==> src/rtl/ex_mem_reg.sv <==
// EX/MEM pipeline register: carries EX write-back and HI/LO results to MEM and holds the MADD/MSUB partial state.
// Optional EXMEM_PERF_EN adds bubble and useful-advance counters.
module ex_mem_reg (
  input  logic        clk,
  input  logic        rst,
  input  logic [5:0]  stall,
  input  logic        flush,
  input  logic [4:0]  ex_wd,
  input  logic        ex_wreg,
  input  logic [31:0] ex_wdata,
  input  logic [31:0] ex_hi,
  input  logic [31:0] ex_lo,
  input  logic        ex_whilo,
  input  logic [63:0] hilo_i,
  input  logic [1:0]  cnt_i,
  output logic [4:0]  mem_wd,
  output logic        mem_wreg,
  output logic [31:0] mem_wdata,
  output logic [31:0] mem_hi,
  output logic [31:0] mem_lo,
  output logic        mem_whilo,
  output logic [63:0] hilo_o,
  output logic [1:0]  cnt_o
`ifdef EXMEM_PERF_EN
  ,
  output logic [31:0] perf_bubble_cnt,
  output logic [31:0] perf_adv_cnt
`endif
);

  logic [4:0]  wd_q, wd_d;
  logic        wreg_q, wreg_d;
  logic [31:0] wdata_q, wdata_d;
  logic [31:0] hi_q, hi_d;
  logic [31:0] lo_q, lo_d;
  logic        whilo_q, whilo_d;
  logic [63:0] hilo_q, hilo_d;
  logic [1:0]  cnt_q, cnt_d;

  logic bubble_s;
  logic advance_s;
  logic unused_stall_s;

  assign unused_stall_s = ^{stall[5], stall[2:0]};
  // stall[3]=0 with stall[4]=1 cannot occur legally and simply advances.
  assign bubble_s  = !flush && stall[3] && !stall[4];
  assign advance_s = !flush && !stall[3];

  // Next-state selection: flush, bubble, advance or hold.
  always_comb begin
    wd_d    = wd_q;
    wreg_d  = wreg_q;
    wdata_d = wdata_q;
    hi_d    = hi_q;
    lo_d    = lo_q;
    whilo_d = whilo_q;
    hilo_d  = hilo_q;
    cnt_d   = cnt_q;
    if (flush) begin
      wd_d    = 5'b00000;
      wreg_d  = 1'b0;
      wdata_d = 32'h0000_0000;
      hi_d    = 32'h0000_0000;
      lo_d    = 32'h0000_0000;
      whilo_d = 1'b0;
      hilo_d  = 64'h0000_0000_0000_0000;
      cnt_d   = 2'b00;
    end else if (bubble_s) begin
      // MEM gets a bubble while EX keeps its MADD/MSUB partial result.
      wd_d    = 5'b00000;
      wreg_d  = 1'b0;
      wdata_d = 32'h0000_0000;
      hi_d    = 32'h0000_0000;
      lo_d    = 32'h0000_0000;
      whilo_d = 1'b0;
      hilo_d  = hilo_i;
      cnt_d   = cnt_i;
    end else if (advance_s) begin
      wd_d    = ex_wd;
      wreg_d  = ex_wreg;
      wdata_d = ex_wdata;
      hi_d    = ex_hi;
      lo_d    = ex_lo;
      whilo_d = ex_whilo;
      hilo_d  = 64'h0000_0000_0000_0000;
      cnt_d   = 2'b00;
    end else begin
      wd_d    = wd_q;
      wreg_d  = wreg_q;
      wdata_d = wdata_q;
      hi_d    = hi_q;
      lo_d    = lo_q;
      whilo_d = whilo_q;
      hilo_d  = hilo_q;
      cnt_d   = cnt_q;
    end
  end

  // Pipeline state register with synchronous active-low reset.
  always_ff @(posedge clk) begin
    if (!rst) begin
      wd_q    <= 5'b00000;
      wreg_q  <= 1'b0;
      wdata_q <= 32'h0000_0000;
      hi_q    <= 32'h0000_0000;
      lo_q    <= 32'h0000_0000;
      whilo_q <= 1'b0;
      hilo_q  <= 64'h0000_0000_0000_0000;
      cnt_q   <= 2'b00;
    end else begin
      wd_q    <= wd_d;
      wreg_q  <= wreg_d;
      wdata_q <= wdata_d;
      hi_q    <= hi_d;
      lo_q    <= lo_d;
      whilo_q <= whilo_d;
      hilo_q  <= hilo_d;
      cnt_q   <= cnt_d;
    end
  end

  assign mem_wd    = wd_q;
  assign mem_wreg  = wreg_q;
  assign mem_wdata = wdata_q;
  assign mem_hi    = hi_q;
  assign mem_lo    = lo_q;
  assign mem_whilo = whilo_q;
  assign hilo_o    = hilo_q;
  assign cnt_o     = cnt_q;

`ifdef EXMEM_PERF_EN
  logic [31:0] bub_cnt_q, bub_cnt_d;
  logic [31:0] adv_cnt_q, adv_cnt_d;

  // Counters only move on bubble or write-carrying advance edges; flush leaves them alone.
  always_comb begin
    bub_cnt_d = bub_cnt_q;
    adv_cnt_d = adv_cnt_q;
    if (bubble_s) begin
      bub_cnt_d = bub_cnt_q + 32'd1;
    end else if (advance_s && (ex_wreg || ex_whilo)) begin
      adv_cnt_d = adv_cnt_q + 32'd1;
    end else begin
      bub_cnt_d = bub_cnt_q;
      adv_cnt_d = adv_cnt_q;
    end
  end

  // Performance counter registers.
  always_ff @(posedge clk) begin
    if (!rst) begin
      bub_cnt_q <= 32'h0000_0000;
      adv_cnt_q <= 32'h0000_0000;
    end else begin
      bub_cnt_q <= bub_cnt_d;
      adv_cnt_q <= adv_cnt_d;
    end
  end

  assign perf_bubble_cnt = bub_cnt_q;
  assign perf_adv_cnt    = adv_cnt_q;
`endif

endmodule

==> config.mk <==
export PLATFORM = sky130hd
export DESIGN_NAME = ex_mem_reg
export DESIGN_NICKNAME = d
export VERILOG_FILES = /design/src/rtl/ex_mem_reg.sv
export SDC_FILE = /design/constraint.sdc
export NUM_CORES = 1
export LEC_CHECK = 0
export ABC_CLOCK_PERIOD_IN_PS = 1700
export BUFFER_PORTS_ARGS = -buffer_cell sky130_fd_sc_hd__buf_2
export CAP_MARGIN = 10
export CORE_AREA = 2 2 133 135
export DETAILED_ROUTE_END_ITERATION = 8
export DIE_AREA = 0 0 135 137
export GPL_ROUTABILITY_DRIVEN = 0
export PLACE_DENSITY = 0.78
export REMOVE_ABC_BUFFERS = 1
export SYNTH_ARGS = -nofsm -noshare
export SYNTH_HDL_FRONTEND = slang
export SYNTH_SLANG_ARGS = --single-unit
==> constraint.sdc <==
create_clock -name clk -period 1.7 [get_ports clk]
set_input_delay 0.17 -clock clk [delete_from_list [all_inputs] [get_ports clk]]
set_output_delay 0.17 -clock clk [all_outputs]
set_load 0.01 [all_outputs]
# --- Yosys cells after proc, flatten, opt, wreduce, memory -nomap -nowiden ---
# Index checks and enable logic that the tools add are counted.
totals:
  wordCells: 22
  inputBits: 178
  ff_bits: 169
classes:
  n_reduce_logical: 9
  n_mux: 4
  bitwise: 1
op_table:
  columns: ["op", "n"]
  rows:
  - ["$mux W64", 2]
  - ["$mux W2", 2]
  - ["$logic_and A1 B1 Y1", 3]
  - ["$logic_not A1 Y1", 3]
  - ["$reduce_or A3 Y1", 1]
  - ["$reduce_bool A2 Y1", 1]
  - ["$reduce_or A2 Y1", 1]
  - ["$not A1 Y1", 1]

# --- Depth between registers and ports, before layout ---
# Gate-level depths: netlist of the first run.
depth:
  ltp_word: 4
  mapped_depth: 5
  ltp_nobuf: 2

# --- Least setup slack after synthesis of the first run ---
# No wires, ideal clock.
synth_timing:
  path_type: "input to register"
  start: "input port stall[4]"
  end: "register hilo_q[46] (netlist: hilo_o[46])"
  cell_stages: 5
  t_arrival_ns: 0.787
  required_time_ns: 1.586
  path_buffers: 3
  path_slack_ns: 0.798
  cell_sequence: "buf_4 buf_6 buf_6 mux2i_1 nor2_1"
synth_via:
  elab_chain_cells: 3
  elab_cells_between_ends: 4
  classes_between: "mux: 1; reduce/logical: 3"
synth_rtl:
  columns: ["item", "line", "rtl"]
  rows:
  - ["from (decl)", "6", "input logic [5:0] stall,"]
  - ["$logic_not A1 Y1 *", "46", "assign bubble_s = !flush && stall[3] && !stall[4];"]
  - ["$logic_and A1 B1 Y1 *", "46", null]
  - ["$mux W64 or $reduce_bool A2 Y1 (tied branches)", null, null]
  - ["to (signal assigned)", "117", "hilo_q <= hilo_d;"]
  - ["to (decl)", "37", "logic [63:0] hilo_q, hilo_d;"]
# Mark *: on every way between the ends. The rest lies on a longest branch, timed or not.
# A chain may end at the register's enable or synchronous reset.

# --- Worst setup path after layout of the first run ---
layout_timing:
  start: "register hilo_q[61] (netlist: hilo_o[61])"
  end: "output port hilo_o[61]"
layout_rtl:
  columns: ["item", "line", "rtl"]
  rows:
  - ["to (decl)", "22", "output logic [63:0] hilo_o,"]
# No word-level cell between the ends.

==> impl_results.html, run 1 <==
<table>
<tr><th>Metric</th><th>Value</th></tr>
<tr><th colspan="2">Critical path</th></tr>
<tr><td>Buffers &amp; Inverters on Critical Path</td><td>1</td></tr>
<tr><td>Slowest cell on the critical path</td><td>sky130_fd_sc_hd__dfxtp_1</td></tr>
<tr><td>Crit path max fanout</td><td>2</td></tr>
<tr><td>Delay of the slowest cell on the worst path</td><td>0.36 ns</td></tr>
<tr><td>Critical path required time</td><td>1.53 ns</td></tr>
<tr><td>Cell chain of the critical path</td><td>buf_2</td></tr>
<tr><td>R2r startpoint</td><td>mem_hi[3]$_SDFFE_PP0P_</td></tr>
<tr><td>Endpoint type of the worst setup path</td><td>primary output</td></tr>
<tr><td>Cell count of the worst reg-to-reg path</td><td>2</td></tr>
<tr><td>Critical Path Start Type</td><td>register</td></tr>
<tr><td>Register-to-register setup slack</td><td>0.99 ns</td></tr>
<tr><td>WS Path Type</td><td>reg2out</td></tr>
<tr><td>Endpoint of the worst-slack reg-to-reg timing path</td><td>mem_hi[3]$_SDFFE_PP0P_</td></tr>
<tr><td>CP Data Arrival Time</td><td>0.94 ns</td></tr>
<tr><td>Category of cells accounting for the largest share of critical-path delay</td><td>flip-flops</td></tr>
<tr><td>Startpoint of the worst setup timing path</td><td>hilo_o[61]$_SDFFE_PP0P_</td></tr>
<tr><th colspan="2">Timing</th></tr>
<tr><td>Final worst-path cycle share</td><td>0.654</td></tr>
<tr><td>Final hold slack</td><td>0.0172 ns</td></tr>
<tr><td>Hold violation total from the final report</td><td>0</td></tr>
<tr><td>Max transition margin</td><td>0.663</td></tr>
<tr><td>Maximum achievable frequency</td><td>899 MHz</td></tr>
<tr><td>Setup skew after layout</td><td>0 ns</td></tr>
<tr><td>Setup-violating endpoint count in the final report</td><td>0</td></tr>
<tr><td>Unrepaired setup endpoints after global routing</td><td>no</td></tr>
<tr><td>Final Max Slew Viols</td><td>0</td></tr>
<tr><td>Transition at the pin with the smallest max-transition slack</td><td>0.505 ns</td></tr>
<tr><td>Clock period minus worst slack</td><td>1.11 ns</td></tr>
<tr><th colspan="2">Worst hold path</th></tr>
<tr><td>Worst Hold Endpoint</td><td>mem_lo[16]$_SDFFE_PP0P_</td></tr>
<tr><td>Hold Path Depth</td><td>3</td></tr>
<tr><td>HP Start</td><td>ex_lo[16]</td></tr>
<tr><td>Hold/Removal Path Class</td><td>in2reg</td></tr>
<tr><th colspan="2">Clock network</th></tr>
<tr><td>Clock Pin Slew Worst Setup and Hold Paths</td><td>0.07 ns</td></tr>
<tr><td>Worst-Skew Late Latency</td><td>0.42 ns</td></tr>
<tr><td>Number of resized instances in the post-cts repair step</td><td>0</td></tr>
<tr><td>CTS Root Buffer Type</td><td>sky130_fd_sc_hd__clkbuf_16</td></tr>
<tr><td>TritonCTS clock tree</td><td>done</td></tr>
<tr><td>Number of buffers inserted for hold repair after clock tree synthesis</td><td>151</td></tr>
<tr><td>Num CTS Buffers</td><td>17</td></tr>
<tr><td>Maximum count of clock buffers along a single path</td><td>2</td></tr>
<tr><td>Number of H-tree levels</td><td>4</td></tr>
<tr><td>Post-CTS Setup Bufs</td><td>0</td></tr>
<tr><td>Num Clock Sinks</td><td>169</td></tr>
<tr><th colspan="2">Floorplan</th></tr>
<tr><td>Initial Utilization</td><td>0.374</td></tr>
<tr><td>Total die area</td><td>0.0185 mm2</td></tr>
<tr><td>Die span in x</td><td>135 um</td></tr>
<tr><td>Die height</td><td>137 um</td></tr>
<tr><td>Boundary pin count</td><td>347</td></tr>
<tr><td>Cell Rows</td><td>48</td></tr>
<tr><td>Area of the core region</td><td>0.0171 mm2</td></tr>
<tr><th colspan="2">Detailed routing</th></tr>
<tr><td>Final routed wire length divided by cell count</td><td>15.6 um</td></tr>
<tr><td>Number of design rule violations left after detail routing</td><td>0</td></tr>
<tr><td>Starting DRC count in detailed routing</td><td>218</td></tr>
<tr><td>Amount of wire on met3 after detailed routing</td><td>1.70 mm</td></tr>
<tr><td>Highest routing layer actually used</td><td>met4</td></tr>
<tr><td>Post-route antenna net violation count</td><td>0</td></tr>
<tr><td>Via/cell ratio</td><td>4.78</td></tr>
<tr><td>Total Wirelength</td><td>21.5 mm</td></tr>
<tr><td>Total vias in the final route</td><td>6587</td></tr>
<tr><td>Routed wire length on met2</td><td>10.9 mm</td></tr>
<tr><td>Met1 routed wirelength after detailed routing</td><td>8.18 mm</td></tr>
<tr><td>Detailed-router iteration count before antenna repair</td><td>4</td></tr>
<tr><th colspan="2">Finish</th></tr>
<tr><td>Finished Cell Area</td><td>0.0103 mm2</td></tr>
<tr><td>Area grow syn2layout</td><td>61.7%</td></tr>
<tr><td>Total Nets Final</td><td>1318</td></tr>
<tr><td>Fraction of final layout cells sized beyond drive strength 1</td><td>0.338</td></tr>
<tr><td>Antenna Cells</td><td>0</td></tr>
<tr><td>Post-Route Utilization</td><td>0.605</td></tr>
<tr><th colspan="2">Status</th></tr>
<tr><td>Result of the run</td><td>complete, no violations</td></tr>
<tr><th colspan="2">Global routing</th></tr>
<tr><td>Number of antenna violations at the first check in global routing</td><td>1</td></tr>
<tr><td>Wire length of the first global-routing pass</td><td>31.8 mm</td></tr>
<tr><td>GRT Residual Overflow</td><td>0</td></tr>
<tr><td>Via count of the first global-routing pass</td><td>6335</td></tr>
<tr><td>Overall track demand over capacity in global routing</td><td>0.218</td></tr>
<tr><td>Largest net degree at the start of global routing</td><td>104</td></tr>
<tr><th colspan="2">Logic synthesis</th></tr>
<tr><td>Top cells by area, synth</td><td>sky130_fd_sc_hd__dfxtp_1, sky130_fd_sc_hd__mux2i_1, sky130_fd_sc_hd__nand2b_1, sky130_fd_sc_hd__a21oi_1, sky130_fd_sc_hd__nand3_1</td></tr>
<tr><td>Synthesized cell area</td><td>0.00638 mm2</td></tr>
<tr><td>Share of the synthesized area in the top cell type</td><td>0.530</td></tr>
<tr><td>Share of the yosys chip area belonging to registers</td><td>0.530</td></tr>
<tr><td>Biggest area consumer among synthesized cells</td><td>sky130_fd_sc_hd__dfxtp_1</td></tr>
<tr><td>Register bit total from synthesis</td><td>169</td></tr>
<tr><td>Post-synthesis instance total</td><td>672</td></tr>
<tr><td>Post-synthesis area per instance</td><td>9.50 um2</td></tr>
<tr><td>Number of warnings printed during yosys synthesis</td><td>0</td></tr>
<tr><td>Distinct cell type count after synthesis</td><td>11</td></tr>
<tr><th colspan="2">Flow run</th></tr>
<tr><td>Number of max-cap violations</td><td>0</td></tr>
<tr><th colspan="2">Place</th></tr>
<tr><td>Count of input and output buffers</td><td>342</td></tr>
<tr><td>Instance area after placement</td><td>0.00820 mm2</td></tr>
<tr><td>DP Wirelength</td><td>12.4 mm</td></tr>
<tr><th colspan="2">Pwr</th></tr>
<tr><td>Total power</td><td>9.18 mW</td></tr>
<tr><td>Worst IR drop on VDD</td><td>0.000656 V</td></tr>
<tr><td>Leak pwr</td><td>4.87 nW</td></tr>
<tr><td>Total power density per cell area</td><td>889 mW/mm2</td></tr>
</table>
stage by stage:
step | cells | setup WS (ns) | setup TNS, ns
global placement | 1193 | 0.543 | 0
global route | 1378 | 0.539 | 0
detailed placement | 1193 | 0.506 | 0
CTS | 1376 | 0.587 | 0
floorplan | 612 | -0.551 | -56.73
finish | 1378 | 0.588 | 0
sequential cells by signal, indices dropped and copies added (netlist names):
| name | count |
|---|---|
| hilo_o | 64 |
| mem_hi | 32 |
| mem_lo | 32 |
| mem_wdata | 32 |
| mem_wd | 5 |
| cnt_o | 2 |
| mem_whilo | 1 |
| mem_wreg | 1 |
tightest hold or removal path, stage by stage:
cell and delay (ns):
sky130_fd_sc_hd__buf_2 0.10, sky130_fd_sc_hd__nand2b_1 0.06, sky130_fd_sc_hd__a21oi_1 0.05
logic make-up after synthesis:
| family | count (synthesis) | synth area share |
|---|---|---|
| buffers and inverters | 60 | 0.0627 |
| muxes | 66 | 0.103 |
| DFF | 169 | 0.530 |
| AOI/OAI and AO/OA | 103 | 0.0807 |
| and+or+nand+nor | 274 | 0.223 |
cell usage in the layout (no fill, tap or decap), drive strengths merged:
master	Yosys	routed
inv	0	8
nor2	66	66
dfxtp	169	169
nand3	103	103
buf	45	356
nand3b	1	1
a21oi	103	103
nand2b	104	104
mux2i	66	66
clkbuf	15	18
bufinv	0	1
clkinv	0	5
dlygate4sd3	0	153
cells in the mapped netlist, drive strengths merged:
cell	n
dfxtp	169
mux2i	66
buf	45
a21oi	103
nand3	103
nor2	66
clkbuf	15
nand3b	1
nand2b	104
how the worst max path moves through the flow:
stage,end,slack [ns],cells past startpoint
3_5_place_dp,cnt_o[1]$_SDFFE_PP0P_,0.51,4
6_report,hilo_o[61],0.59,1
4_1_cts,hilo_o[27],0.59,1
2_1_floorplan,mem_hi[0]$_SDFFE_PP0P_,-0.55,2
3_3_place_gp,hilo_o[16]$_SDFFE_PP0P_,0.54,4
5_1_grt,hilo_o[61],0.54,1
metal layers:
layer / global-route usage / vias up
li1: - / 3198
met1: 0.238 / 3049
met2: 0.389 / 288
met3: 0.0689 / 52
met4: 0.0966 / 0
met5: 0 / -
final cells by class:
type / count / area (um2)
clock inverters: 14 / 155
flip-flops and latches: 169 / 3380
well taps: 225 / 282
multi-input cells: 443 / 2610
clock buffers: 18 / 439
repair buffers: 509 / 3460
fillers: 1347 / 6730
report_power, final:
| part | leakage (nW) | internal [mW] | switching, mW |
|---|---|---|---|
| registers | 1.37 | 4.06 | 0.0495 |
| logic | 3.20 | 0.641 | 0.520 |
| clock network | 0.295 | 2.13 | 1.78 |
No activity file was read; power rests on OpenSTA's default activity.
==> inputs of run 2 (changes only) <==
==> config.mk (replaced) <==
export PLATFORM = sky130hd
export DESIGN_NAME = ex_mem_reg
export DESIGN_NICKNAME = d
export VERILOG_FILES = /design/src/rtl/ex_mem_reg.sv
export SDC_FILE = /design/constraint.sdc
export NUM_CORES = 1
export LEC_CHECK = 0
export ABC_CLOCK_PERIOD_IN_PS = 900
export BUFFER_PORTS_ARGS = -buffer_cell sky130_fd_sc_hd__buf_2
export CAP_MARGIN = 10
export CORE_AREA = 2 2 134 136
export DETAILED_ROUTE_END_ITERATION = 8
export DIE_AREA = 0 0 136 138
export GPL_ROUTABILITY_DRIVEN = 0
export PLACE_DENSITY = 0.8
export REMOVE_ABC_BUFFERS = 1
export SYNTH_ARGS = -nofsm -noshare
export SYNTH_HDL_FRONTEND = slang
export SYNTH_SLANG_ARGS = --single-unit
==> constraint.sdc (replaced) <==
create_clock -name clk -period 0.9 [get_ports clk]
set_input_delay 0.09 -clock clk [delete_from_list [all_inputs] [get_ports clk]]
set_output_delay 0.09 -clock clk [all_outputs]
set_load 0.01 [all_outputs]
==> impl_results.html, run 2 (same netlist as run 1, synthesis figures left out) <==
<table>
<tr><th>Metric</th><th>Value</th></tr>
<tr><th colspan="2">Critical path</th></tr>
<tr><td>Register-to-register setup slack</td><td>0 ns (-0.99 ns)</td></tr>
<tr><td>Critical path required time</td><td>0.81 ns (-0.72 ns)</td></tr>
<tr><td>R2r startpoint</td><td>mem_hi[27]$_SDFFE_PP0P_</td></tr>
<tr><td>CP Data Arrival Time</td><td>0.89 ns (-0.05 ns)</td></tr>
<tr><td>Buffers &amp; Inverters on Critical Path</td><td>1 (unchanged)</td></tr>
<tr><td>Critical Path Start Type</td><td>register</td></tr>
<tr><td>WS Path Type</td><td>reg2out</td></tr>
<tr><td>Slowest cell on the critical path</td><td>sky130_fd_sc_hd__dfxtp_2</td></tr>
<tr><td>Cell chain of the critical path</td><td>buf_6</td></tr>
<tr><td>Crit path max fanout</td><td>2 (unchanged)</td></tr>
<tr><td>Delay of the slowest cell on the worst path</td><td>0.36 ns (about the same)</td></tr>
<tr><td>Path length in cells of the critical path</td><td>1 (unchanged)</td></tr>
<tr><td>Endpoint type of the worst setup path</td><td>primary output</td></tr>
<tr><td>Endpoint of the worst-slack reg-to-reg timing path</td><td>mem_hi[27]$_SDFFE_PP0P_</td></tr>
<tr><td>Cell count of the worst reg-to-reg path</td><td>4 (+2)</td></tr>
<tr><td>Critical path destination</td><td>hilo_o[28]</td></tr>
<tr><td>Category of cells accounting for the largest share of critical-path delay</td><td>flip-flops</td></tr>
<tr><td>Startpoint of the worst setup timing path</td><td>hilo_o[28]$_SDFFE_PP0P_</td></tr>
<tr><th colspan="2">Detailed routing</th></tr>
<tr><td>Detailed-router iteration count before antenna repair</td><td>5 (+1)</td></tr>
<tr><td>Total Wirelength</td><td>26.1 mm (+22%)</td></tr>
<tr><td>Final routed wire length divided by cell count</td><td>17.9 um (+15%)</td></tr>
<tr><td>Number of design rule violations left after detail routing</td><td>0 (unchanged)</td></tr>
<tr><td>Total vias in the final route</td><td>7169 (+8.8%)</td></tr>
<tr><td>Post-route antenna net violation count</td><td>0 (unchanged)</td></tr>
<tr><td>Via/cell ratio</td><td>4.92 (+3.0%)</td></tr>
<tr><td>Starting DRC count in detailed routing</td><td>315 (+44%)</td></tr>
<tr><th colspan="2">Timing</th></tr>
<tr><td>Maximum achievable frequency</td><td>1020 MHz</td></tr>
<tr><td>Setup skew after layout</td><td>0 ns (unchanged)</td></tr>
<tr><td>Max transition margin</td><td>0.808 (+0.145)</td></tr>
<tr><td>Hold violation total from the final report</td><td>0 (unchanged)</td></tr>
<tr><td>Clock period minus worst slack</td><td>0.980 ns</td></tr>
<tr><td>Final worst-path cycle share</td><td>1.09</td></tr>
<tr><td>Setup-violating endpoint count in the final report</td><td>169 (+169)</td></tr>
<tr><td>Fin worst setup slack</td><td>-0.0797 ns (-0.667 ns)</td></tr>
<tr><td>Final Max Slew Viols</td><td>0 (unchanged)</td></tr>
<tr><td>Transition at the pin with the smallest max-transition slack</td><td>0.288 ns (-0.217 ns)</td></tr>
<tr><td>Final hold slack</td><td>0.122 ns (+0.105 ns)</td></tr>
<tr><td>Unrepaired setup endpoints after global routing</td><td>yes</td></tr>
<tr><th colspan="2">Pwr</th></tr>
<tr><td>Worst IR drop on VDD</td><td>0.00118 V (+80%)</td></tr>
<tr><td>Total power density per cell area</td><td>1460 mW/mm2 (+64%)</td></tr>
<tr><td>Switching part of the total</td><td>0.247 (-0.00896)</td></tr>
<tr><td>Part of the total power dissipated in the clock network</td><td>0.409 (-0.017)</td></tr>
<tr><td>Internal Dissipation</td><td>13.4 mW (+96%)</td></tr>
<tr><td>Net switching component of the power</td><td>4.39 mW (+87%)</td></tr>
<tr><td>Total power</td><td>17.8 mW (+94%)</td></tr>
<tr><td>Leak pwr</td><td>5.41 nW (+11%)</td></tr>
<tr><td>Seq pwr share</td><td>0.442 (-0.005)</td></tr>
<tr><td>Comb pwr share</td><td>0.149 (+0.022)</td></tr>
<tr><th colspan="2">Finish</th></tr>
<tr><td>Leading cell types in the layout, fill and taps excluded</td><td>sky130_fd_sc_hd__buf_2, sky130_fd_sc_hd__buf_6, sky130_fd_sc_hd__dfxtp_2, sky130_fd_sc_hd__dlygate4sd3_1</td></tr>
<tr><td>Max FFs per register</td><td>64 (unchanged)</td></tr>
<tr><td>Total Nets Final</td><td>1390 (+5.5%)</td></tr>
<tr><td>Commonest non-fill, non-tap cell in the layout</td><td>sky130_fd_sc_hd__buf_2</td></tr>
<tr><td>Fraction of final layout cells sized beyond drive strength 1</td><td>0.500 (+0.162)</td></tr>
<tr><td>Final std cells w/o fill</td><td>1456 (+5.7%)</td></tr>
<tr><td>Area grow syn2layout</td><td>90.8%</td></tr>
<tr><th colspan="2">Clock network</th></tr>
<tr><td>Num Clock Sinks</td><td>169 (unchanged)</td></tr>
<tr><td>Num CTS Buffers</td><td>17 (unchanged)</td></tr>
<tr><td>TritonCTS clock tree</td><td>done</td></tr>
<tr><td>Worst-Skew Late Latency</td><td>0.42 ns (about the same)</td></tr>
<tr><td>CTS Root Buffer Type</td><td>sky130_fd_sc_hd__clkbuf_16</td></tr>
<tr><td>Number of H-tree levels</td><td>4 (unchanged)</td></tr>
<tr><td>Maximum count of clock buffers along a single path</td><td>2 (unchanged)</td></tr>
<tr><td>Clock Pin Slew Worst Setup and Hold Paths</td><td>0.07 ns (about the same)</td></tr>
<tr><th colspan="2">Floorplan</th></tr>
<tr><td>Cell Rows</td><td>49 (+2.1%)</td></tr>
<tr><td>Boundary pin count</td><td>347 (unchanged)</td></tr>
<tr><td>Die span in x</td><td>136 um (+0.74%)</td></tr>
<tr><td>Area of the core region</td><td>0.0175 mm2 (+2.8%)</td></tr>
<tr><td>Die height</td><td>138 um (+0.73%)</td></tr>
<tr><td>Total die area</td><td>0.0188 mm2 (+1.5%)</td></tr>
<tr><td>Initial Utilization</td><td>0.364 (-0.0102)</td></tr>
<tr><th colspan="2">Worst hold path</th></tr>
<tr><td>Hold Path Depth</td><td>3 (unchanged)</td></tr>
<tr><td>Hold/Removal Path Class</td><td>in2reg</td></tr>
<tr><th colspan="2">Global routing</th></tr>
<tr><td>Wire length of the first global-routing pass</td><td>38.0 mm (+20%)</td></tr>
<tr><td>Met1 layer usage reported by global route</td><td>0.281 (+0.0424)</td></tr>
<tr><td>Met2 track demand over resource in global routing</td><td>0.443 (+0.0538)</td></tr>
<tr><td>Number of antenna violations at the first check in global routing</td><td>3 (+2)</td></tr>
<tr><td>GRT Residual Overflow</td><td>0 (unchanged)</td></tr>
<tr><td>Busiest layer in global routing</td><td>met2</td></tr>
<tr><td>Via count of the first global-routing pass</td><td>7383 (+17%)</td></tr>
<tr><td>Largest net degree at the start of global routing</td><td>67 (-36%)</td></tr>
<tr><td>Global Route met3 Usage</td><td>0.0766 (+0.00775)</td></tr>
<tr><td>Overall track demand over capacity in global routing</td><td>0.257 (+0.0382)</td></tr>
<tr><th colspan="2">Status</th></tr>
<tr><td>Result of the run</td><td>finished with violations</td></tr>
<tr><td>Violated checks</td><td>setup timing</td></tr>
<tr><th colspan="2">Place</th></tr>
<tr><td>Pre-CTS setup slack</td><td>-0.0720 ns (-0.578 ns)</td></tr>
<tr><td>Count of input and output buffers</td><td>342 (unchanged)</td></tr>
<tr><td>Number of cells after detailed placement</td><td>1206 (+1.1%)</td></tr>
<tr><td>DP Wirelength</td><td>12.8 mm (+3.2%)</td></tr>
<tr><th colspan="2">Flow run</th></tr>
<tr><td>Number of max-cap violations</td><td>0 (unchanged)</td></tr>
</table>
[run 2: routing by layer]
layer / vias to the layer above / part of all wire
met3: 80 / 0.086
met1: 3366 / 0.37
met2: 387 / 0.50
met4: 0 / 0.043
li1: 3336 / -
met5: - / 0
[run 2: power groups by stage]
stage | logic (mW) | clock network, mW | registers [mW]
4_1_cts | 2.46 | 7.42 | 7.83
3_3_place_gp | 1.62 | 0 | 7.91
5_1_grt | 2.81 | 7.68 | 7.86
2_1_floorplan | 0.509 | 0 | 8.02
6_report | 2.65 | 7.27 | 7.85
3_5_place_dp | 1.66 | 0 | 7.92
[run 2: per-stage QoR]
step	area (um2)	setup TNS, ns	util
after CTS	11900	-11.42	0.679
after floorplan	5980	-150.59	-
after global placement	8280	-0.813	0.472
final	12200	-8.27	0.695
after detailed placement	8280	-2.17	0.472
after global routing	12200	-13.94	0.694
[run 2: layout make-up]
| type | instances | area (um2) |
|---|---|---|
| Multi-Input combinational cell | 443 | 2610 |
| Timing Repair Buffer | 581 | 5110 |
| Tap cell | 229 | 287 |
| Antenna cell | 3 | 7.51 |
| Sequential cell | 169 | 3590 |
| Clock inverter | 12 | 141 |
| Fill cell | 1092 | 5360 |
| Clock buffer | 19 | 433 |
[run 2: how the worst min path moves through the flow]
stage,endpoint,startpoint
6_report,mem_hi[0]$_SDFFE_PP0P_,stall[3]
5_1_grt,hilo_o[30]$_SDFFE_PP0P_,stall[4]
4_1_cts,hilo_o[30]$_SDFFE_PP0P_,stall[4]
3_5_place_dp,hilo_o[2]$_SDFFE_PP0P_,hilo_i[2]
3_3_place_gp,hilo_o[1]$_SDFFE_PP0P_,hilo_i[1]
2_1_floorplan,cnt_o[0]$_SDFFE_PP0P_,cnt_i[0]
[run 2: repair_timing]
item | in CTS | in global routing
hold endpoints to repair | 169 | 0
resized for setup | 348 | 0
hold buffers | 169 | 0
setup buffers | 12 | 35
cloned | 0 | 0
setup endpoints to repair | 169 | 169
